`config.mk`:
```
export PLATFORM = sky130hd
export DESIGN_NAME = fruit_spawn_scheduler
export DESIGN_NICKNAME = d
export VERILOG_FILES = /design/src/rtl/fruit_spawn_scheduler.sv
export SDC_FILE = /design/constraint.sdc
export NUM_CORES = 1
export LEC_CHECK = 0
export ABC_AREA = 1
export CELL_PAD_IN_SITES_DETAIL_PLACEMENT = 1
export CELL_PAD_IN_SITES_GLOBAL_PLACEMENT = 1
export CORE_UTILIZATION = 29
export DETAILED_ROUTE_END_ITERATION = 8
export GPL_ROUTABILITY_DRIVEN = 0
export HOLD_SLACK_MARGIN = 0.03
export PLACE_DENSITY = 0.83
export SYNTH_ARGS = -nofsm -noshare
export SYNTH_HDL_FRONTEND = slang
export SYNTH_SLANG_ARGS = --single-unit
```
`constraint.sdc`:
```
create_clock -name clk_in -period 1.7 [get_ports clk_in]
set_input_delay 0.34 -clock clk_in [delete_from_list [all_inputs] [get_ports clk_in]]
set_output_delay 0.34 -clock clk_in [all_outputs]
set_load 0.02 [all_outputs]
```
`src/rtl/fruit_spawn_scheduler.sv`:
```
// Fruit spawn scheduler: counts frames, then launches a random-sized wave
// of fruits into free object slots through a valid/ready request port.
//
// Ports:
//   clk_in, rst_in          clock, synchronous active-high reset
//   new_frame_in            one-cycle pulse per video frame
//   game_active_in          round in play
//   random_in               free-running LFSR word
//   slot_busy_in            per-slot in-flight flags
//   random_sample_out       registered random word for the position lookup
//   x_start_in .. x_dir_neg_in  lookup results for random_sample_out
//   spawn_valid_out/ready_in    launch handshake
//   spawn_slot_out, spawn_x_out, spawn_xvel_out, spawn_yvel_out,
//   spawn_xneg_out          launch parameters, held while valid
//   wave_done_out           one-cycle pulse at end of each wave
module fruit_spawn_scheduler #(
   parameter int NUM_SLOTS      = 4,
   parameter int SPAWN_INTERVAL = 60,
   parameter int MAX_BATCH      = 3,
   localparam int SW = (NUM_SLOTS > 1) ? $clog2(NUM_SLOTS) : 1
) (
   input  logic                 clk_in,
   input  logic                 rst_in,
   input  logic                 new_frame_in,
   input  logic                 game_active_in,
   input  logic [15:0]          random_in,
   input  logic [NUM_SLOTS-1:0] slot_busy_in,
   output logic [15:0]          random_sample_out,
   input  logic [10:0]          x_start_in,
   input  logic [2:0]           x_vel_in,
   input  logic [4:0]           y_vel_in,
   input  logic                 x_dir_neg_in,
   output logic                 spawn_valid_out,
   input  logic                 spawn_ready_in,
   output logic [SW-1:0]        spawn_slot_out,
   output logic [10:0]          spawn_x_out,
   output logic [2:0]           spawn_xvel_out,
   output logic [4:0]           spawn_yvel_out,
   output logic                 spawn_xneg_out,
   output logic                 wave_done_out
);

   typedef enum logic [2:0] {
      S_IDLE,
      S_WAIT,
      S_SAMPLE,
      S_CAPTURE,
      S_ISSUE,
      S_DONE
   } state_t;

   state_t               state;
   logic [7:0]           frame_cnt;
   logic [2:0]           batch_remaining;
   logic [NUM_SLOTS-1:0] used_mask;

   logic [2:0]           batch_req;
   logic [2:0]           batch_init;
   logic [NUM_SLOTS-1:0] free_slots;
   logic                 any_free;
   logic [SW-1:0]        free_idx;
   logic                 frame_hit;

   assign batch_req  = {1'b0, random_in[13:12]} + 3'd1;
   assign batch_init = (batch_req > MAX_BATCH[2:0]) ? MAX_BATCH[2:0]
                                                    : batch_req;
   assign frame_hit  = (frame_cnt + 8'd1) == SPAWN_INTERVAL[7:0];

   // Slots already picked this wave are masked out, since the slot logic
   // may not have raised its busy flag yet.
   always_comb begin
      free_slots = ~slot_busy_in & ~used_mask;
      any_free   = |free_slots;
      free_idx   = '0;
      for (int i = NUM_SLOTS - 1; i >= 0; i--) begin
         if (free_slots[i]) free_idx = SW'(i);
      end
   end

   always_ff @(posedge clk_in) begin
      if (rst_in) begin
         state             <= S_IDLE;
         frame_cnt         <= '0;
         batch_remaining   <= '0;
         used_mask         <= '0;
         random_sample_out <= '0;
         spawn_valid_out   <= 1'b0;
         spawn_slot_out    <= '0;
         spawn_x_out       <= '0;
         spawn_xvel_out    <= '0;
         spawn_yvel_out    <= '0;
         spawn_xneg_out    <= 1'b0;
         wave_done_out     <= 1'b0;
      end else begin
         unique case (state)
            S_IDLE: begin
               frame_cnt <= '0;
               if (game_active_in) state <= S_WAIT;
            end
            S_WAIT: begin
               if (!game_active_in) begin
                  frame_cnt <= '0;
                  state     <= S_IDLE;
               end else if (new_frame_in) begin
                  if (frame_hit) begin
                     frame_cnt       <= '0;
                     batch_remaining <= batch_init;
                     used_mask       <= '0;
                     state           <= S_SAMPLE;
                  end else begin
                     frame_cnt <= frame_cnt + 8'd1;
                  end
               end
            end
            S_SAMPLE: begin
               if (!game_active_in) begin
                  state <= S_IDLE;
               end else begin
                  random_sample_out <= random_in;
                  state             <= S_CAPTURE;
               end
            end
            S_CAPTURE: begin
               if (!game_active_in) begin
                  state <= S_IDLE;
               end else if (any_free) begin
                  spawn_slot_out  <= free_idx;
                  spawn_x_out     <= x_start_in;
                  spawn_xvel_out  <= x_vel_in;
                  spawn_yvel_out  <= y_vel_in;
                  spawn_xneg_out  <= x_dir_neg_in;
                  used_mask       <= used_mask
                                   | (NUM_SLOTS'(1) << free_idx);
                  spawn_valid_out <= 1'b1;
                  state           <= S_ISSUE;
               end else begin
                  wave_done_out <= 1'b1;
                  state         <= S_DONE;
               end
            end
            S_ISSUE: begin
               // The request is held through a game stop; it only
               // retires on a completed transfer.
               if (spawn_ready_in) begin
                  spawn_valid_out <= 1'b0;
                  batch_remaining <= batch_remaining - 3'd1;
                  if (!game_active_in) begin
                     state <= S_IDLE;
                  end else if (batch_remaining == 3'd1) begin
                     wave_done_out <= 1'b1;
                     state         <= S_DONE;
                  end else begin
                     state <= S_SAMPLE;
                  end
               end
            end
            S_DONE: begin
               wave_done_out <= 1'b0;
               state <= game_active_in ? S_WAIT : S_IDLE;
            end
            default: state <= S_IDLE;
         endcase
      end
   end

endmodule

```
Word level (Yosys, flattened, before mapping) --
Cells that the tools add are included.
Cells by class: add/sub/neg operators 3, magnitude comparators 1, equal/unequal tests 19, shift operators 1, mux-type cells 42, bitwise gates (word level) 4, reduce and logical (&&, ||, !) cells 15
Operators with widths (count):
- $mux 3 | 13
- $mux 8 | 3
- $mux 4 | 5
- $ne 2x2->1 const B | 10
- $pmux 3 s6 | 1
- $pmux 8 s2 | 1
- $reduce_and 6->1 | 2
- $mux 1 | 10
- $mux 2 | 5
- $add 8x1->8 const B | 1
- $eq 8x6->1 const B | 1
- $not 4->4 | 2
- $pmux 4 s2 | 1
- $reduce_and 4->1 | 2
- $reduce_bool 2->1 | 4
- $eq 3x1->1 const B | 2
- $eq 3x2->1 const B | 2
- $eq 3x3->1 const B | 2
- $ne 3x3->1 const B | 2
- $pmux 3 s2 | 1
- $reduce_and 5->1 | 1
- $and 4x4->4 | 1
- $or 4x4->4 | 1
- $reduce_and 2->1 | 2
- 10 further kinds | 10
Word-level totals: register bits 58, input bits 45, output and inout bits 40, word-level logic and storage cells 97

Logic depth before layout (Yosys ltp) --
Gate-level depths: netlist (run 1).
depth in word-level cells 11, gate-level depth with buffers 11, mapped depth without buffers 11

Worst setup path after synthesis (run 1) --
No wires, ideal clock.
path kind register to register, from register frame_cnt[0], to register used_mask[0], library setup time 0.116 ns, data arrival time 1.451 ns, required time 1.584 ns, slack 0.132 ns, stages on the path, launching flop included 12, path buffers 0, cell sequence dfxtp_1 -> ha_1 -> nand2_1 -> inv_1 -> nor2_2 -> nand3_1 -> nor2_2 -> inv_1 -> nor2_4 -> nand4_2 -> nand2_2 -> a21oi_2
On the way: longest elaborated chain between the ends 4
RTL lines:
- from (decl) | RTL line 53 | logic [7:0] frame_cnt;
- from (signal assigned) | RTL line 111 | frame_cnt <= frame_cnt + 8'd1;
- $add 8x1->8 | RTL line 67 | assign frame_hit = (frame_cnt + 8'd1) == SPAWN_INTERVAL[7:0];
- $eq 8x6->1 | RTL line 67
- $ne 2x2->1 (no source line)
- $reduce_and 6->1 (no source line)
- to (signal assigned) | RTL line 132 | used_mask <= used_mask
- to (decl) | RTL line 55 | logic [NUM_SLOTS-1:0] used_mask;
No other way between the ends. A chain may end at the register's enable or synchronous reset.

Final worst setup path (run 1) --
from register frame_cnt[0], to register frame_cnt[0]
On the way: longest elaborated chain between the ends 6
RTL lines:
- $add 8x1->8 (*) | RTL line 67, 111
- $eq 8x6->1 | RTL line 67
- $mux 8 (*) | RTL line 105 | if (frame_hit) begin
- $mux 8 (*) | RTL line 104 | end else if (new_frame_in) begin
- $mux 8 (*) | RTL line 101 | if (!game_active_in) begin
- $pmux 8 s2 (*) | RTL line 95 | unique case (state)
Every way passes the cells marked *; elsewhere a longest branch is shown, timed or not. The select of a mux whose other input is x is not followed.

==> results.sh, run 1 <==
export IMPL_status="complete, but fails checks"
export IMPL_violations="design-rule violations"
export IMPL_rsz0062_at_grt="yes"
export IMPL_grt_pass1_vias=3111
export IMPL_pin_count=85
export IMPL_grt_pass1_wl_um=14600
export IMPL_drc_errors=6
export IMPL_rows=34
export IMPL_synth_seq_cells=58
export IMPL_slew_headroom=0.718
export IMPL_area_growth_pct=56.2
export IMPL_yosys_area_top_type="dfxtp_1"
export IMPL_portBuffers=84
export IMPL_cp_start_kind="flip-flop"
export IMPL_avgViaCountPerCell=4.88
export IMPL_slew_viol_final=0
export IMPL_wl_per_cell_um=14.7
export IMPL_dp_hpwl_um=6190
export IMPL_initial_utilization=0.303
export IMPL_postSynthCellCount=377
export IMPL_min_from="spawn_x_out[0]"
export IMPL_dieArea_mm2=0.00965
export IMPL_grt_overflow=0
export IMPL_clk_pin_slew_worst_paths_ns=0.08
export IMPL_place_inst=584
export IMPL_crit_type="reg2reg"
export IMPL_drtIter0Drc=90
export IMPL_grt_max_degree=26
export IMPL_worst_path_max_fanout=5
export IMPL_p_sw_frac=0.249
export IMPL_end_kind="flip-flop"
export IMPL_layout_drive_gt1_share=0.182
export IMPL_cts_sinks=58
export IMPL_clockPowerShare=0.480
export IMPL_min_delay_path_class="reg2reg"
export IMPL_postCtsHoldBufs=0
export IMPL_synth_edf_count=0
export IMPL_setup_viol=0
export IMPL_stdcell_count=602
export IMPL_period_share=0.996
export IMPL_yosys_top_cells_area="dfxtp_1, nand2_1, nor2_1"
export IMPL_stdcell_area_mm2=0.00419
export IMPL_power_leakage_uw=0.00166
export IMPL_syn_area_per_cell_um2=7.12
export IMPL_synth_most_common_cell="nand2_1"
export IMPL_place_area_mm2=0.00383
export IMPL_reg2reg_from="frame_cnt[0]"
export IMPL_synth_area_mm2=0.00269
export IMPL_finalCriticalPeriod_ns=1.69
export IMPL_power_total_uw=3400
export IMPL_power_switching_uw=847
export IMPL_max_clock_freq_mhz=591
export IMPL_netlist_area_leader_share=0.432
export IMPL_synth_cell_types=33
export IMPL_maxCapViolCount=0
export IMPL_totalWireLength_um=8880
export IMPL_ant_nets=0
export IMPL_clk_latency_ns=0.35
export IMPL_finalHoldViolCount=0
export IMPL_synth_yosys_seq_area_share=0.432
export IMPL_pwr_share_seq=0.408
export IMPL_cts_buffers=9
export IMPL_fin_skew_ns=0.00867
export IMPL_tns_ns=0
export IMPL_worst_slew_pin_slew_ns=0.420
export IMPL_core_mm2=0.00885
export IMPL_diodes=0
export IMPL_num_vias=2938
export IMPL_irDropWorstVdd_uv=555
export IMPL_cts_root_buf="clkbuf_8"
export IMPL_first_pass_iters=7
export IMPL_cts_max_level=3
export IMPL_cp_arrival_ns=1.93
export IMPL_cp_required_ns=1.94
export IMPL_whs_ns=0.466
export IMPL_syn_nets=426
export IMPL_cts_tree="built"
export IMPL_nNetsFinal=538
export IMPL_p_int_uw=2550
export IMPL_synthFlopType="dfxtp_1"
export IMPL_antenna_found_initial=0
export IMPL_clockBufferDepth=2
export IMPL_ys_warn_count=0
export IMPL_crit_start="frame_cnt[0]"
export IMPL_ys_top_cells_by_count="nand2_1, dfxtp_1, nor2_1"
export IMPL_power_density_mw_per_mm2=810
export IMPL_pwr_share_comb=0.111
export IMPL_synth_async_reset_ratio=0
export IMPL_grt_total_usage=0.191
export IMPL_dieHeight_um=98.2
export IMPL_die_x_um=98.2
==> sequential cells by signal, summed over array words and instances, names as in the netlist <==
register,count
batch_remaining,3
frame_cnt,8
random_sample_out,16
spawn_slot_out,2
spawn_valid_out,1
spawn_x_out,11
spawn_xneg_out,1
spawn_xvel_out,3
spawn_yvel_out,5
state,3
used_mask,4
wave_done_out,1
==> worst max-delay path, stage by stage (launching register included) <==
cell     delay [ns]
dfxtp_2        0.35
buf_6          0.12
inv_1          0.12
nor2_4         0.07
nand2_1        0.12
nand3_2        0.11
nor2_4         0.16
inv_2          0.07
nor2_4         0.19
nor2_4         0.08
nor2_1         0.12
nor2_1         0.06
==> final timing paths <==
kind | end | slack [ns] | cells past startpoint
worst min register to register | spawn_x_out[0] | 0.47 | 2
worst max register to register | frame_cnt[0] | 0.007 | 11
worst max-delay path | frame_cnt[0] | 0.007 | 11
worst min-delay path | spawn_x_out[0] | 0.47 | 2
==> per-layer routing <==
| layer | global-route usage | vias up | wire, um |
|---|---|---|---|
| li1 | - | 1442 | - |
| met1 | 0.212 | 1402 | 3780 |
| met2 | 0.346 | 79 | 4390 |
| met3 | 0.0580 | 15 | 553 |
| met4 | 0.0654 | 0 | 148 |
| met5 | 0 | - | 0 |
==> per-stage QoR <==
step	utilization	setup slack, ns
after floorplan	-	0.132
after global placement	0.432	-0.181
after detailed placement	0.432	-0.239
after CTS	0.466	0.00586
after global routing	0.474	-0.0631
final	0.474	0.00715
==> cell usage in the layout (no fill, tap or decap), drive strengths merged <==
| cell type | count |
|---|---|
| nand2 | 94 |
| clkdlybuf4s50 | 79 |
| nor2 | 60 |
| dfxtp | 58 |
| a21oi | 41 |
| inv | 38 |
| buf | 29 |
| o21ai | 28 |
| nand3 | 22 |
| clkbuf | 9 |
| dlymetal6s2s | 5 |
| clkinv | 5 |
| ha | 4 |
| nor3 | 4 |
| nand4 | 4 |
| bufinv | 3 |
| a211oi | 2 |
| o21bai | 1 |
| and3 | 1 |
| o21a | 1 |
| o22ai | 1 |
| a22oi | 1 |
| a31oi | 1 |
| a21o | 1 |
| o31ai | 1 |
| nand3b | 1 |
==> what timing repair did <==
action / 4_1_cts / 5_1_grt
setup endpoints to repair: 12 / 31
setup buffers: 0 / 2
pin swaps: 5 / 7
resized for setup: 10 / 19
==> cell families (layout without fill, tap and decap cells) <==
group,after synthesis,in the layout,share of synthesized area
buffers and inverters,51,168,0.0732
flip-flops,58,58,0.432
adder cells (fa/ha/maj),4,4,0.0186
AND/OR/NAND/NOR,186,186,0.317
AO/OA/AOI/OAI,78,78,0.158
==> power by group through the flow <==
stage	combinational, uW	clock (uW)	sequential (uW)
after floorplan	135	0	1430
after global placement	352	0	1410
after detailed placement	360	0	1420
after CTS	368	1670	1390
after global routing	407	1730	1390
final	378	1630	1390
==> final cells by class <==
type	instances	area [um2]
tap	108	135
inverter	39	149
sequential	58	1170
clock inverter	7	125
multi-input combinational	268	1410
timing repair buffer	113	1090
fill	1100	4660
clock buffer	9	124
Power figures use the tool's default switching activity.
==> run 2: changes to the inputs <==
--- a/config.mk
+++ b/config.mk
@@ -13,6 +13,7 @@
 export GPL_ROUTABILITY_DRIVEN = 0
 export HOLD_SLACK_MARGIN = 0.03
 export PLACE_DENSITY = 0.83
+export REMOVE_ABC_BUFFERS = 1
 export SYNTH_ARGS = -nofsm -noshare
 export SYNTH_HDL_FRONTEND = slang
 export SYNTH_SLANG_ARGS = --single-unit
==> results.sh, run 2 (synthesis results as in run 1) <==
export IMPL_power_total_uw=2870
export IMPL_finalCriticalPeriod_ns=1.66
export IMPL_cp_start_kind="flip-flop"
export IMPL_drc_errors=6
export IMPL_largest_reg_flops=16
export IMPL_layout_common_cells="nand2_1, clkdlybuf4s50_1, nor2_1, dfxtp_1, a21oi_1"
export IMPL_place_area_mm2=0.00382
export IMPL_area_growth_pct=54.2
export IMPL_worst_path_max_fanout=2
export IMPL_irDropWorstVdd_uv=509
export IMPL_end_kind="output port"
export IMPL_post_cts_buffers=0
export IMPL_violations="design-rule violations"
export IMPL_hold_depth=2
export IMPL_grt_pass1_vias=3030
export IMPL_core_mm2=0.00885
export IMPL_pin_count=85
export IMPL_min_delay_path_class="reg2reg"
export IMPL_crit_buf_inv=1
export IMPL_cts_sinks=58
export IMPL_wl_per_cell_um=13.8
export IMPL_max_clock_freq_mhz=603
export IMPL_finalHoldViolCount=0
export IMPL_grt_met1_usage=0.197
export IMPL_avgViaCountPerCell=4.76
export IMPL_grt_pass1_wl_um=13800
export IMPL_clockBufferDepth=2
export IMPL_dieHeight_um=98.2
export IMPL_max_stage_delay_ns=0.62
export IMPL_status="complete, but fails checks"
export IMPL_reg_largest_list="random_sample_out (16), spawn_x_out (11), frame_cnt (8)"
export IMPL_power_leakage_uw=0.00156
export IMPL_ant_nets=0
export IMPL_cts_max_level=3
export IMPL_clk_pin_slew_worst_paths_ns=0.07
export IMPL_num_vias=2847
export IMPL_antenna_found_initial=0
export IMPL_worst_slack_ns=0.0423
export IMPL_diodes=0
export IMPL_cp_required_ns=1.36
export IMPL_fin_skew_ns=0.0119
export IMPL_cts_tree="built"
export IMPL_use_met3=0.0537
export IMPL_clk_latency_ns=0.34
export IMPL_dp_slack_ns=-0.232
export IMPL_cts_buffers=9
export IMPL_crit_chain="clkdlybuf4s50_1"
export IMPL_cts_root_buf="clkbuf_8"
export IMPL_grtUsageMet2=0.324
export IMPL_reg2regPathDepth=11
export IMPL_r2r_end="used_mask[1]"
export IMPL_rsz0062_at_grt="yes"
export IMPL_grt_overflow=0
export IMPL_dp_hpwl_um=6100
export IMPL_reg2reg_from="frame_cnt[1]"
export IMPL_stdcell_area_mm2=0.00414
export IMPL_totalWireLength_um=8280
export IMPL_busiest_layer="met2"
export IMPL_min_from="wave_done_out"
export IMPL_first_pass_iters=8
export IMPL_slew_headroom=0.748
export IMPL_power_density_mw_per_mm2=694
export IMPL_grt_total_usage=0.178
export IMPL_worst_slew_pin_slew_ns=0.375
export IMPL_drtIter0Drc=60
export IMPL_slew_viol_final=0
export IMPL_dieArea_mm2=0.00965
export IMPL_ff2ff_setup_slack_ns=0.06
export IMPL_critPathTopFamily="buffers and inverters"
export IMPL_whs_endpoint="wave_done_out"
export IMPL_initial_utilization=0.303
export IMPL_portBuffers=84
export IMPL_postCtsHoldBufs=0
export IMPL_whs_ns=0.463
export IMPL_crit_type="reg2out"
export IMPL_die_x_um=98.2
export IMPL_nNetsFinal=534
export IMPL_setup_viol=0
export IMPL_stdcell_count=598
export IMPL_period_share=0.975
export IMPL_cp_arrival_ns=1.32
export IMPL_grt_max_degree=33
export IMPL_layout_commonest_cell="nand2_1"
export IMPL_cp_slowest_cell="clkdlybuf4s50_1"
export IMPL_place_inst=582
export IMPL_regMostFlops="random_sample_out"
export IMPL_rows=34
export IMPL_layout_drive_gt1_share=0.186
export IMPL_maxCapViolCount=0
## run 2: through the flow
| step | util | TNS, ns |
|---|---|---|
| after floorplan | - | 0 |
| after detailed placement | 0.432 | -8.51 |
| after global routing | 0.468 | -0.132 |
| final | 0.468 | 0 |
| after global placement | 0.432 | -5.75 |
| after CTS | 0.455 | -0.000299 |
## run 2: what timing repair did
item / in CTS / in global routing
gates resized for setup: 8 / 31
cloned: 0 / 0
endpoints found under the setup margin: 7 / 26
endpoints found under the hold margin: 0 / 0
pin swaps: 6 / 12
## run 2: layout make-up
type / count / area [um2]
Inverter: 39 / 149
Multi-Input combinational cell: 268 / 1440
Clock inverter: 5 / 30.0
Tap cell: 108 / 135
Fill cell: 1121 / 4710
Clock buffer: 11 / 141
Timing Repair Buffer: 109 / 1070
Sequential cell: 58 / 1170
## run 2: worst max path at each step
stage / depth (start not counted) / end / start
final: 1 / random_sample_out[11] / random_sample_out[11]
after global routing: 11 / used_mask[1] / frame_cnt[0]
after CTS: 12 / batch_remaining[2] / frame_cnt[1]
after detailed placement: 8 / used_mask[1] / game_active_in
after global placement: 8 / used_mask[1] / game_active_in
after floorplan: 11 / used_mask[0] / frame_cnt[0]
## run 2: per-layer routing
metal	up-vias	part of all wire
met5	-	0
met4	0	0.016
met3	14	0.065
met2	79	0.50
met1	1326	0.41
li1	1428	-
## run 2: report_power, final
part,internal [uW],switching [uW]
Clock,560,567
Sequential,1370,11.7
Combinational,183,178
